**src/rtl/param_pattern_detector.sv**
```systemverilog
// ---------------------------------------------------------------------------
// param_pattern_detector
//
// Serial bit-pattern detector with a run-time loadable pattern of 2..MAX_LEN
// bits. It supports overlapping and non-overlapping detection. It also keeps
// a saturating match counter.
//
// Ports
//   clk              sole clock, rising edge
//   rst              synchronous reset, active low
//   d_in             serial data bit, used only when valid_in=1
//   valid_in         qualifies d_in
//   pat_load         one-cycle strobe loading pat_in / len_in / overlap_en
//   pat_in           pattern; bit len-1 is the first received bit
//   len_in           active pattern length
//   overlap_en       1 = overlapping detection, 0 = non-overlapping
//   clr_cnt          synchronous clear of match_count
//   pattern_detected registered one-cycle match pulse
//   match_count      saturating match counter
//   cfg_err          registered one-cycle pulse on an illegal load
//   armed            high while a legal pattern is loaded (FILL or RUN)
// ---------------------------------------------------------------------------
module param_pattern_detector #(
    parameter  int MAX_LEN = 8,
    parameter  int CNT_W   = 16,
    localparam int LEN_W   = $clog2(MAX_LEN + 1)
) (
    input  logic               clk,
    input  logic               rst,
    input  logic               d_in,
    input  logic               valid_in,
    input  logic               pat_load,
    input  logic [MAX_LEN-1:0] pat_in,
    input  logic [LEN_W-1:0]   len_in,
    input  logic               overlap_en,
    input  logic               clr_cnt,
    output logic               pattern_detected,
    output logic [CNT_W-1:0]   match_count,
    output logic               cfg_err,
    output logic               armed
);

    typedef enum logic [1:0] {
        IDLE = 2'd0,
        FILL = 2'd1,
        RUN  = 2'd2
    } state_t;

    state_t             state;
    logic [MAX_LEN-1:0] pattern;
    logic [LEN_W-1:0]   len;
    logic               overlap;
    logic [MAX_LEN-1:0] history;
    logic [LEN_W-1:0]   fill_cnt;

    logic [MAX_LEN-1:0] len_mask;
    logic [MAX_LEN-1:0] shifted;
    logic [LEN_W-1:0]   fill_next;
    logic               load_legal;
    logic               sample_ok;
    logic               hit;

    // Next-history, next-fill and match decode for the current valid sample.
    // Only the low len bits of history and pattern take part in the compare,
    // so a mask built from the active length hides the unused upper bits.
    always_comb begin
        len_mask = '0;
        for (int i = 0; i < MAX_LEN; i++) begin
            len_mask[i] = (i < int'(len));
        end
        shifted    = {history[MAX_LEN-2:0], d_in};
        fill_next  = (fill_cnt == len) ? len : fill_cnt + LEN_W'(1);
        load_legal = (32'(len_in) >= 32'd2) && (32'(len_in) <= 32'(MAX_LEN));
        // A load in the same cycle wins, so the data bit is discarded.
        sample_ok  = valid_in && !pat_load && (state != IDLE);
        hit        = sample_ok && (fill_next == len)
                     && ((shifted & len_mask) == (pattern & len_mask));
    end

    // Control FSM, datapath registers and registered outputs. The only way
    // back to IDLE is reset, so armed is set by a legal load and cleared
    // only by reset.
    always_ff @(posedge clk) begin
        if (!rst) begin
            state            <= IDLE;
            pattern          <= '0;
            len              <= '0;
            overlap          <= 1'b0;
            history          <= '0;
            fill_cnt         <= '0;
            pattern_detected <= 1'b0;
            cfg_err          <= 1'b0;
            armed            <= 1'b0;
            match_count      <= '0;
        end else begin
            pattern_detected <= 1'b0;
            cfg_err          <= 1'b0;

            if (pat_load) begin
                if (load_legal) begin
                    pattern  <= pat_in;
                    len      <= len_in;
                    overlap  <= overlap_en;
                    history  <= '0;
                    fill_cnt <= '0;
                    state    <= FILL;
                    armed    <= 1'b1;
                end else begin
                    cfg_err  <= 1'b1;
                end
            end else if (sample_ok) begin
                history <= shifted;
                if (hit) begin
                    pattern_detected <= 1'b1;
                    // Non-overlap mode restarts filling so the next match
                    // is built only from fresh bits.
                    if (overlap) begin
                        fill_cnt <= fill_next;
                        state    <= RUN;
                    end else begin
                        fill_cnt <= '0;
                        state    <= FILL;
                    end
                end else begin
                    fill_cnt <= fill_next;
                    state    <= (fill_next == len) ? RUN : FILL;
                end
            end

            // A clear wins over a simultaneous match. The count holds at
            // all-ones instead of wrapping.
            if (clr_cnt) begin
                match_count <= '0;
            end else if (hit && (match_count != {CNT_W{1'b1}})) begin
                match_count <= match_count + CNT_W'(1);
            end
        end
    end

endmodule
```
**config.mk**
```make
export PLATFORM = sky130hd
export DESIGN_NAME = param_pattern_detector
export DESIGN_NICKNAME = d
export VERILOG_FILES = /design/src/rtl/param_pattern_detector.sv
export SDC_FILE = /design/constraint.sdc
export NUM_CORES = 1
export LEC_CHECK = 0
export CORE_AREA = 2 2 84 86
export DETAILED_ROUTE_END_ITERATION = 10
export DIE_AREA = 0 0 86 88
export GPL_TIMING_DRIVEN = 0
export PLACE_DENSITY_LB_ADDON = 0.05
export SETUP_SLACK_MARGIN = 0.4
export SLEW_MARGIN = 20
export SYNTH_ARGS = -nofsm -noshare
export SYNTH_HDL_FRONTEND = slang
export SYNTH_SLANG_ARGS = --single-unit
```
**constraint.sdc**
```tcl
create_clock -name clk -period 3.9 [get_ports clk]
set_clock_uncertainty 0.15 [all_clocks]
set_input_delay 0.78 -clock clk [delete_from_list [all_inputs] [get_ports clk]]
set_output_delay 0.78 -clock clk [all_outputs]
set_load 0.02 [all_outputs]
```
# Word-level counts from Yosys, hierarchy flattened
# Cells that the tools add are included.
[op_classes] add_sub_neg=2 n_lt_le_gt_ge=10 n_eq_ne=5 n_mux=17 bitwise_logic=4 reduce_logical=14
[ops] operator="$mux W4" count=6
[ops] operator="$mux W7" count=3
[ops] operator="$add A16 B1 Y16 const B" count=1
[ops] operator="$and A8 B8 Y8" count=2
[ops] operator="$lt A3 B4 Y1 const A" count=4
[ops] operator="$ne A16 B16 Y1 const B" count=1
[ops] operator="$mux W2" count=6
[ops] operator="$eq A4 B4 Y1" count=2
[ops] operator="$eq A8 B8 Y1" count=1
[ops] operator="$lt A1 B4 Y1 const A" count=2
[ops] operator="$lt A2 B4 Y1 const A" count=2
[ops] operator="$logic_and A1 B1 Y1" count=6
[ops] operator="$reduce_and A2 Y1" count=3
[ops] operator="$add A4 B1 Y4 const B" count=1
[ops] operator="$ge A4 B2 Y1 const B" count=1
[ops] operator="$le A4 B4 Y1 const B" count=1
[ops] operator="$reduce_bool A2 Y1" count=2
[ops] operator="$reduce_or A3 Y1" count=1
[ops] operator="$mux W1" count=2
[ops] operator="$ne A2 B1 Y1 const B" count=1
[ops] operator="$not A1 Y1" count=2
[ops] operator="$reduce_or A2 Y1" count=1
[ops] operator="$logic_not A1 Y1" count=1
[totals] regBits=45 inputBits=19 elab_cells=62

# Logic depth before layout (Yosys ltp)
# Gate-level depths: netlist (run 1).
[depth] depth_word=8 ltp_mapped=10 mapped_depth_nobuf=8

# Worst setup path after synthesis (run 1)
# OpenSTA, ideal clock, no wires.
[synth_timing] kind="register -> register" start="register fill_cnt[2]" end="register match_count[15]" setup_time_ns=0.070 arrival_time_ns=2.558 required_time_ns=3.680 path_slack_ns=1.122 path_stages_with_launch=10 n_path_buf=2 period_less_slack_ns=2.778 cell_sequence="dfxtp_1 > buf_6 > xor2_1 > or4_1 > buf_6 > a21boi_4 > nor4_4 > nand3_2 > or4_1 > a21oi_1"
[synth_via] elab_chain_len=6 word_cells_on_any_way=7
[synth_lines] item="from (decl)" line="54" source="logic [LEN_W-1:0] fill_cnt;"
[synth_lines] item="from (signal assigned)" line="118" source="fill_cnt <= fill_next;"
[synth_lines] item="from (signal assigned)" line="125" source="fill_cnt <= fill_next;"
[synth_lines] item="$add A4 B1 Y4 / $eq A4 B4 Y1 (equally long branches)" line="72" source="fill_next = (fill_cnt == len) ? len : fill_cnt + LEN_W'(1);"
[synth_lines] item="$mux W4 (*)" line="72"
[synth_lines] item="$eq A4 B4 Y1 (*)" line="76" source="hit = sample_ok && (fill_next == len)"
[synth_lines] item="$logic_and A1 B1 Y1 (*)" line="76"
[synth_lines] item="$logic_and A1 B1 Y1 (*)" line="77" source="&& ((shifted & len_mask) == (pattern & len_mask));"
[synth_lines] item="$logic_and A1 B1 Y1 (*)" line="134" source="end else if (hit && (match_count != {CNT_W{1'b1}})) begin"
[synth_lines] item="to (signal assigned)" line="135" source="match_count <= match_count + CNT_W'(1);"
[synth_lines] item="to (decl)" line="38" source="output logic [CNT_W-1:0] match_count,"
# Every way passes the cells marked *; elsewhere a longest branch is shown, timed or not.
# A chain may end at the register's enable or synchronous reset.

# Worst setup path after layout (run 1)
[layout_timing] start="register fill_cnt[2]" end="register match_count[7]"
# The elaborated chain is that of the path after synthesis.

==> results of run 1 <==
## cell families (layout without fill, tap and decap cells)
| logic type | count (synthesis) | in the layout | share of synthesized area |
|---|---|---|---|
| xor+xnor | 21 | 21 | 0.08011 |
| compound gates | 65 | 65 | 0.1902 |
| buf+inv | 21 | 66 | 0.04578 |
| fa+ha+maj | 2 | 2 | 0.01090 |
| flops | 45 | 45 | 0.3924 |
| simple gates | 121 | 121 | 0.2665 |
| mux | 3 | 3 | 0.01417 |
## per-stage QoR
stage	cells	worst slack [ps]	power [mW]	hold slack, ps
4_1_cts	403	753.4	0.9935	314.1
5_1_grt	403	535.5	1.022	334.8
3_5_place_dp	395	715.3	0.6150	302.0
6_report	403	796.4	0.9768	311.0
2_1_floorplan	278	1122	0.5665	286.3
3_3_place_gp	395	718.8	0.6146	296.3
## power groups by stage
stage	registers [mW]	logic [mW]	clock network, mW
after floorplan	0.487	0.0795	0
after global routing	0.477	0.140	0.405
final	0.476	0.127	0.374
after CTS	0.476	0.129	0.389
after detailed placement	0.487	0.128	0
after global placement	0.487	0.128	0
## state kept, by name, indices dropped and copies added (netlist names)
| signal | cells |
|---|---|
| pattern | 8 |
| cfg_err | 1 |
| len | 4 |
| fill_cnt | 4 |
| state | 2 |
| history | 7 |
| overlap | 1 |
| match_count | 16 |
| armed | 1 |
| pattern_detected | 1 |
## cells in the mapped netlist, types with 2 or more instances
library cell	instances	area (sq um)
xnor2_1	4	35.03
or2_2	2	12.51
or3_1	3	18.77
nand2_1	44	165.2
dfxtp_1	45	900.9
buf_2	3	15.01
or4_1	7	52.55
a21boi_0	2	15.01
clkbuf_1	7	26.28
nand3b_1	2	15.01
and2_1	2	12.51
o21ai_0	11	55.05
a22o_1	2	17.52
a31oi_1	3	18.77
inv_1	7	26.28
nand4_1	4	25.02
ha_1	2	25.02
o31ai_1	5	37.54
buf_6	3	33.78
and3_1	7	43.79
o211ai_1	5	37.54
a22oi_1	2	15.01
a21oi_1	25	125.1
mux2_2	2	22.52
nand3_1	17	85.08
o211a_1	2	20.02
xor2_1	17	148.9
nor3_1	6	30.03
nor2_1	19	71.32
## layer usage
| layer | routed length, um | up-vias |
|---|---|---|
| met3 | 145 | 5 |
| met4 | 59 | 0 |
| li1 | - | 1075 |
| met2 | 2651 | 23 |
| met1 | 2834 | 984 |
| met5 | 0 | - |
## critical path, cell delays in order, from the launching register on
cell      delay, ps
dfxtp_1         320
buf_6           130
xor2_1          170
or4_1           530
buf_6           160
a21boi_4        140
nor4_4          530
nand2_2         170
buf_2           230
or3_1           360
a21oi_1         130
## how the worst min path moves through the flow
| stage | startpoint | to | slack (ps) |
|---|---|---|---|
| floorplan | overlap | overlap | 290 |
| global placement | overlap | overlap | 300 |
| detailed placement | overlap | overlap | 300 |
| CTS | overlap | overlap | 310 |
| global route | overlap | overlap | 330 |
| finish | overlap | overlap | 310 |
## layout make-up
cell class	instances	area [sq um]	share of cell area
buffer	13	75.07	0.02601
clock buffer	6	82.58	0.02861
clock inverter	2	37.54	0.01300
inverter	8	30.03	0.01040
multi-input combinational	212	1290	0.4469
sequential	45	900.9	0.3121
tap	80	100.1	0.03468
timing repair buffer	37	370.4	0.1283
==> results by group, run 1 <==
Logic synthesis
  – Net Count, Synth: 299
  – Post-synth EDFFs: 0
  – Synth unique cells: 47
  – Post-Synthesis Cells: 278
  – Yosys reg bits: 45
  – Synth Cell Area: 2296 sq um
  – Yosys warns: 0
  – Seq/Total Area, Yosys: 0.3924
  – Async S/R FF share, synth: 0
  – Top_reg_cell synth: dfxtp_1
  – Synth Area per Inst: 8.259 sq um

Detailed routing
  – Post-DR wirelength/cell: 14.12 um
  – DRT antenna net count: 0
  – Post-Route WL: 5.690 mm
  – First-pass iteration count of the detailed router: 4
  – Via Count: 2,087
  – Initial DRC Count: 83
  – Drt drc: 0
  – Vias/cell: 5.179

Worst setup path
  – R2r endpoint: match_count[7]
  – Critical setup path kind: register to register
  – CP max FO: 10
  – Worst Setup EP: match_count[7]
  – Arrival @ worst endpoint: 3180 ps
  – Worst endpoint required time: 3980 ps
  – Worst R2R Start: fill_cnt[2]
  – Reg2Reg Depth: 10
  – Crit path from: fill_cnt[2]
  – Crit end category: register
  – Internal reg-to-reg setup slack: 800 ps
  – CP Launch Type: register

Global route
  – GR Layer Usage met3: 0.03299
  – Tot GR Track Use: 0.1566
  – First-pass GRT wire length: 9.377 mm
  – Antenna violations before repair: 0
  – Met2 Resource Use GR: 0.2572
  – Grt total ovfl: 0
  – Met1 Resource Use GR: 0.2107
  – Vias in the first global route: 1,932
  – Most Crowded Layer GR: met2
  – Largest net degree at the start of global routing: 15

Timing
  – Period minus WS final: 3104 ps
  – Setup violations, final: 0
  – Fmax: 322.2 MHz
  – Slew Limit Headroom: 0.5511
  – Max-slew violations: 0
  – TNS Setup: 0 ps
  – Worst-Margin Slew: 668.8 ps
  – Hold Fails Final Rpt: 0
  – RSZ-0062 raised after global routing: false
  – Final worst-path cycle share: 0.7958

Finish
  – Nets: 343
  – Commonest cells after routing, fill and taps aside: dfxtp_1 (45), nand2_1 (44), clkdlybuf4s50_1 (37), a21oi_1 (25), nor2_1 (19)
  – Fin util: 0.4345
  – Commonest non-fill, non-tap cell in the layout: dfxtp_1
  – Antenna cells: 0
  – Layout cell share with drive strength beyond 1: 0.07740
  – Final Cell Area: 2887 sq um
  – Area growth syn-to-layout: 25.72%
  – Fillers: 675

Power
  – Sw Ratio: 0.2501
  – Seq pwr share: 0.487
  – Worst vdd ir: 196.6 uV
  – NetSw: 0.2443 mW
  – Pleak: 1.069 nW
  – PD cells: 338.4 nW/um^2
  – Combinational share of power: 0.130
  – Clock power share: 0.383
  – Cell Int Power: 0.7325 mW

Flow run
  – Max-cap violations: 0

Worst hold path
  – Hold crit path type: register to register
  – Hold depth: 2

Die
  – Io pins: 38
  – Die area: 7568 sq um
  – Core area: 6644 sq um
  – Die Y: 88 um
  – Initial Util: 0.3456
  – Row cnt: 30
  – Die Width: 86 um

CTS
  – Root cell of the clock tree: clkbuf_8
  – Worst-path clk slew: 90 ps
  – CTS Hold Buffers Added: 0
  – Post-CTS Resized: 0
  – CTS tree: done
  – TritonCTS buffer count: 5
  – CTS Buffer Depth: 2
  – Htree depth: 2
  – Worst skew pair latency: 300 ps
  – Post-CTS setup buffers: 0
  – Clk sinks: 45

Outcome
  – Status: finished, final reports clean

Place
  – RePlAce Congestion: 0.7496
  – PortBufs: 37
  – Placed cell areas: 2766 sq um
  – Dpl hpwl: 4.154 mm
No activity file was read; power rests on OpenSTA's default activity.
==> run 2, diff against run 1 <==
==> constraint.sdc (replaced) <==
create_clock -name clk -period 3.2 [get_ports clk]
set_clock_uncertainty 0.15 [all_clocks]
set_input_delay 0.64 -clock clk [delete_from_list [all_inputs] [get_ports clk]]
set_output_delay 0.64 -clock clk [all_outputs]
set_load 0.02 [all_outputs]
==> run 2 against run 1 <==
Die area did not move. Routed wire length rose by 6.2%. First-iteration DRC count decreased by 3.6%. Design area grew 6.8%. Critical path depth fell by 1. Worst setup slack lost 380 ps. Utilization increased by 3.0 points. Clock-buffer cell count stayed put. Maximum frequency is 12% higher. Non-clock buffer count rose by 14. Combinational power is 51% higher. Via count increased by 3.9%.
==> results by group, run 2 (synthesis results as in run 1) <==
Global route
  – Antenna violations before repair: 0 (unchanged)
  – Grt total ovfl: 0 (unchanged)
  – Vias in the first global route: 1,998 (+3.4%)
  – First-pass GRT wire length: 9.742 mm (+3.9%)
  – Tot GR Track Use: 0.1641 (+0.007497)
  – Largest net degree at the start of global routing: 15 (unchanged)

CTS
  – Clk sinks: 45 (unchanged)
  – Root cell of the clock tree: clkbuf_8
  – Worst skew pair latency: 310 ps (about the same)
  – TritonCTS buffer count: 5 (unchanged)
  – CTS tree: done
  – CTS Hold Buffers Added: 0 (unchanged)
  – Htree depth: 2 (unchanged)
  – CTS Buffer Depth: 2 (unchanged)
  – Worst-path clk slew: 100 ps (about the same)

Power
  – Cell Int Power: 0.9188 mW (+25%)
  – Clock power share: 0.374 (-0.009)
  – Pleak: 1.155 nW (+8.0%)
  – NetSw: 0.3150 mW (+29%)
  – PD cells: 400.0 nW/um^2 (+18%)
  – Sw Ratio: 0.2553 (+0.005172)
  – Seq pwr share: 0.471 (-0.016)
  – Combinational share of power: 0.156 (+0.026)
  – Worst vdd ir: 239.0 uV (+22%)

Flow run
  – Max-cap violations: 0 (unchanged)

Place
  – Placed cell areas: 2766 sq um (unchanged)
  – RePlAce Congestion: 0.7496 (unchanged)
  – PortBufs: 37 (unchanged)
  – Dpl hpwl: 4.154 mm (unchanged)

Finish
  – Commonest cells after routing, fill and taps aside: nand2_1 (44), dfxtp_1 (41), clkdlybuf4s50_1 (37), a21oi_1 (24), nor2_1 (19)
  – Commonest non-fill, non-tap cell in the layout: nand2_1
  – Largest registers: match_count x16, pattern x8, history x7
  – Antenna cells: 0 (unchanged)
  – Register name with the most flops: match_count
  – Number of flip-flops under the largest register name: 16 (unchanged)
  – Area growth syn-to-layout: 34.33%
  – Nets: 357 (+4.1%)
  – Final Cell Area: 3084 sq um (+6.8%)
  – Layout cell share with drive strength beyond 1: 0.1454 (+0.06800)

Worst setup path
  – Worst endpoint required time: 3300 ps (-680 ps)
  – CP max FO: 5 (-5)
  – CP Launch Type: register
  – Arrival @ worst endpoint: 2880 ps (-300 ps)
  – Critical setup path kind: register to register
  – Crit end category: register
  – Most common cell on crit path: buf_6
  – Crit-path max cell delay: 540 ps (about the same)
  – CP cell instances: buf_6, or4b_4, a2111oi_4, o21ai_2, a211oi_4, buf_6, nand3_4, or4_1, a21oi_2
  – Internal reg-to-reg setup slack: 420 ps (-380 ps)
  – Slowest-stage cell, CP: or4b_4

Die
  – Core area: 6644 sq um (unchanged)
  – Die Width: 86 um (unchanged)
  – Io pins: 38 (unchanged)
  – Die Y: 88 um (unchanged)
  – Die area: 7568 sq um (unchanged)
  – Initial Util: 0.3456 (unchanged)
  – Row cnt: 30 (unchanged)

Detailed routing
  – Met2 WL: 2.883 mm (+8.8%)
  – Post-DR wirelength/cell: 14.50 um (+2.7%)
  – Post-Route WL: 6.045 mm (+6.2%)
  – Via Count: 2,168 (+3.9%)
  – Initial DRC Count: 80 (-3.6%)
  – Drt drc: 0 (unchanged)
  – First-pass iteration count of the detailed router: 4 (unchanged)
  – Vias/cell: 5.199 (+0.39%)
  – DRT antenna net count: 0 (unchanged)
  – M1 WL: 2.936 mm (+3.6%)
  – Met3 wire length: 166 um (+14%)
  – Highest Signal Layer: met4

Worst hold path
  – Hold crit path type: register to register

Timing
  – Worst-Margin Slew: 549.2 ps (-119.6 ps)
  – Hold Fails Final Rpt: 0 (unchanged)
  – Slew Limit Headroom: 0.6311 (+0.07994)
  – Period minus WS final: 2782 ps (-321.4 ps)
  – RSZ-0062 raised after global routing: true
  – Max-slew violations: 0 (unchanged)
  – Setup violations, final: 0 (unchanged)
  – TNS Setup: 0 ps (unchanged)
  – Final worst-path cycle share: 0.8694 (+0.07365)
  – Fmax: 359.4 MHz (+12%)

Outcome
  – Status: finished, final reports clean
run 2: cell count changes in the layout (fill, tap and decap cells not counted), moves of 2 or more:
cell / change
o21ai_0: -2
dfxtp_1: -4
o21ai_2: +2
buf_2: -3
dfxtp_2: +4
buf_6: +7
buf_4: +10
run 2: worst paths after layout:
check               start  cells after the start              end
hold / removal    overlap                      2          overlap
setup / recovery   len[3]                      9  match_count[15]
hold reg to reg   overlap                      2          overlap
setup reg to reg   len[3]                      9  match_count[15]
run 2: layout make-up:
cell class	count	area [sq um]
Fill cell	671	3560
Buffer	13	93.84
Timing Repair Buffer	51	490.5
Clock inverter	2	37.54
Inverter	8	30.03
Clock buffer	6	82.58
Tap cell	80	100.1
Multi-Input combinational cell	212	1344
Sequential cell	45	905.9
run 2: what timing repair did:
action                     in CTS  in global routing
resized for setup              17                  8
pin swaps                       9                  7
setup buffers                  11                  3
setup endpoints to repair      14                 12
run 2: per-layer routing:
metal / GRT usage / vias to the layer above
met5: 0 / -
met4: 0.03896 / 0
met3: 0.03299 / 5
met2: 0.2763 / 29
met1: 0.2170 / 1026
li1: - / 1108
run 2: worst max-delay path, delay by kind of cell, from the launching register on:
| kind | cells | cell delay [ps] |
|---|---|---|
| AND/OR/NAND/NOR | 3 | 1130 |
| AO/OA/AOI/OAI | 4 | 830 |
| flip-flops | 1 | 330 |
| buffers and inverters | 2 | 280 |
run 2: metrics by stage:
step | instances | hold WS (ps) | power (mW) | setup WS [ps] | util
2_1_floorplan | 278 | 286.3 | 0.6904 | 421.6 | -
3_3_place_gp | 395 | 296.3 | 0.7490 | 91.05 | 0.4164
3_5_place_dp | 395 | 302.0 | 0.7496 | 90.01 | 0.4164
4_1_cts | 414 | 314.1 | 1.236 | 378.3 | 0.4574
5_1_grt | 417 | 332.0 | 1.284 | 311.5 | 0.4642
6_report | 417 | 315.6 | 1.234 | 417.8 | 0.4642
run 2: power groups by stage:
stage               Sequential, mW  Clock, mW  Combinational, mW
floorplan                    0.594          0             0.0969
finish                       0.581      0.461              0.192
global route                 0.582      0.493              0.209
CTS                          0.581      0.474              0.181
global placement             0.593          0              0.156
detailed placement           0.593          0              0.156
==> run 3, diff against run 2 <==
--- a/config.mk
+++ b/config.mk
@@ -9,6 +9,7 @@
 export DETAILED_ROUTE_END_ITERATION = 10
 export DIE_AREA = 0 0 86 88
 export GPL_TIMING_DRIVEN = 0
+export MAX_ROUTING_LAYER = met4
 export PLACE_DENSITY_LB_ADDON = 0.05
 export SETUP_SLACK_MARGIN = 0.4
 export SLEW_MARGIN = 20
==> run 3 against run 2 <==
Maximum frequency is essentially flat. Worst setup slack is essentially flat. Sequential cell count stayed put. Combinational power is essentially flat. First-iteration DRC count up 21%. Via count up 0.32%. Register-to-register slack about the same. Global-route usage rose by 0.53 points. Die area stayed put. Clock power about the same. Sequential share of layout area is the same. Critical path type unchanged. Critical endpoint unchanged. Largest cell class unchanged.
==> results by group, run 3 (synthesis results as in run 1) <==
Finish
  – Number of flip-flops under the largest register name: 16 (unchanged)
  – Area growth syn-to-layout: 34.33% (unchanged)
  – Commonest cells after routing, fill and taps aside: nand2_1 (44), dfxtp_1 (41), clkdlybuf4s50_1 (37), a21oi_1 (24), nor2_1 (19)
  – Commonest non-fill, non-tap cell in the layout: nand2_1
  – Nets: 357 (unchanged)
  – Layout cell share with drive strength beyond 1: 0.1454 (unchanged)
  – Fin util: 0.4642 (unchanged)
  – Antenna cells: 0 (unchanged)
  – Final cell count without fillers: 417 (unchanged)
  – Register name with the most flops: match_count
  – Largest registers: match_count x16, pattern x8, history x7

Timing
  – Worst-Margin Slew: 549.0 ps (-0.2049 ps)
  – Hold Fails Final Rpt: 0 (unchanged)
  – Setup violations, final: 0 (unchanged)
  – Period minus WS final: 2782 ps (-0.3420 ps)
  – Minimum hold slack: 315.6 ps (+0.02100 ps)
  – Max-slew violations: 0 (unchanged)
  – TNS Setup: 0 ps (unchanged)
  – Final worst-path cycle share: 0.8693 (about the same)
  – RSZ-0062 raised after global routing: true
  – Fmax: 359.5 MHz (about the same)
  – Slew Limit Headroom: 0.6312 (about the same)

Die
  – Die Y: 88 um (unchanged)
  – Die area: 7568 sq um (unchanged)
  – Initial Util: 0.3456 (unchanged)
  – Row cnt: 30 (unchanged)
  – Core area: 6644 sq um (unchanged)
  – Io pins: 38 (unchanged)
  – Die Width: 86 um (unchanged)

Detailed routing
  – Drt drc: 0 (unchanged)
  – Post-Route WL: 6.048 mm (about the same)
  – Via Count: 2,175 (+0.32%)
  – Initial DRC Count: 97 (+21%)
  – DRT antenna net count: 0 (unchanged)
  – Vias/cell: 5.216 (+0.32%)
  – First-pass iteration count of the detailed router: 7 (+3)
  – Post-DR wirelength/cell: 14.50 um (about the same)

Worst setup path
  – Critical setup path kind: register to register
  – Most common cell on crit path: buf_6
  – CP max FO: 5 (unchanged)
  – Slowest-stage cell, CP: or4b_4
  – CP Launch Type: register
  – Internal reg-to-reg setup slack: 420 ps (about the same)
  – Crit end category: register
  – Worst endpoint required time: 3300 ps (about the same)
  – Crit path buf inv count: 2 (unchanged)
  – Crit path max-delay family: simple AND/OR/NAND/NOR gates
  – CP cell instances: buf_6, or4b_4, a2111oi_4, o21ai_2, a211oi_4, buf_6, nand3_4, or4_1, a21oi_2
  – Crit-path max cell delay: 540 ps (about the same)
  – Arrival @ worst endpoint: 2880 ps (about the same)

Place
  – RePlAce Congestion: 0.7591 (+1.3%)
  – PortBufs: 37 (unchanged)
  – Dpl hpwl: 4.154 mm (unchanged)
  – Inst Count DP: 395 (unchanged)

CTS
  – Root cell of the clock tree: clkbuf_8
  – Worst skew pair latency: 310 ps (about the same)
  – TritonCTS buffer count: 5 (unchanged)
  – Clk sinks: 45 (unchanged)
  – Htree depth: 2 (unchanged)
  – Worst-path clk slew: 100 ps (about the same)
  – CTS Buffer Depth: 2 (unchanged)
  – CTS tree: done

Global route
  – Vias in the first global route: 1,997 (-0.050%)
  – Grt total ovfl: 0 (unchanged)
  – Tot GR Track Use: 0.1695 (+0.005346)
  – Antenna violations before repair: 0 (unchanged)
  – Largest net degree at the start of global routing: 15 (unchanged)
  – First-pass GRT wire length: 9.749 mm (about the same)

Power
  – PD cells: 399.9 nW/um^2 (about the same)
  – Tot Pwr: 1.233 mW (about the same)
  – Worst vdd ir: 239.1 uV (about the same)
  – Pleak: 1.155 nW (unchanged)

Outcome
  – Status: finished, final reports clean

Worst hold path
  – Hold crit path type: register to register

Flow run
  – Max-cap violations: 0 (unchanged)
[run 3: path summary, 6_finish.rpt]
path,from,endpoint,cells past startpoint
worst max-delay path,len[3],match_count[15],9
worst min-delay path,overlap,overlap,2
worst max register to register,len[3],match_count[15],9
worst min register to register,overlap,overlap,2
[run 3: layout make-up]
cell class	count	area (sq um)
buffer	13	93.84
clock buffer	6	82.58
clock inverter	2	37.54
fill	671	3560
inverter	8	30.03
multi-input combinational	212	1344
sequential	45	905.9
tap	80	100.1
timing repair buffer	51	490.5
[run 3: timing repair]
item                                    in CTS  in global routing
buffers inserted                            11                  3
gates cloned                                 0                  0
pin swaps                                    9                  7
gates resized for setup                     17                  8
hold buffers                                 0                  0
endpoints found under the hold margin        0                  0
endpoints found under the setup margin      14                 12
[run 3: tightest hold or removal path: stages, from the launching register on]
cell and delay (ps):
dfxtp_1 320, nand2_1 50, a21oi_1 50
[run 3: power breakdown]
group	switching (mW)	internal (mW)
registers	0.00884	0.572
logic	0.0994	0.0928
clock network	0.206	0.254
total	0.315	0.919
[run 3: per-layer routing]
metal  vias up  routed length [um]  global-route usage
met1      1026                2922              0.2176
met2        36                2891              0.2763
li1       1108                   -                   -
met5         -                   0                   -
met3         5                 185             0.03299
met4         0                  50             0.03896
[run 3: metrics by stage]
stage	area (sq um)	setup slack, ps
4_1_cts	3039	378.3
5_1_grt	3084	311.5
2_1_floorplan	2296	421.6
3_5_place_dp	2766	90.01
3_3_place_gp	2766	91.05
6_report	3084	418.1
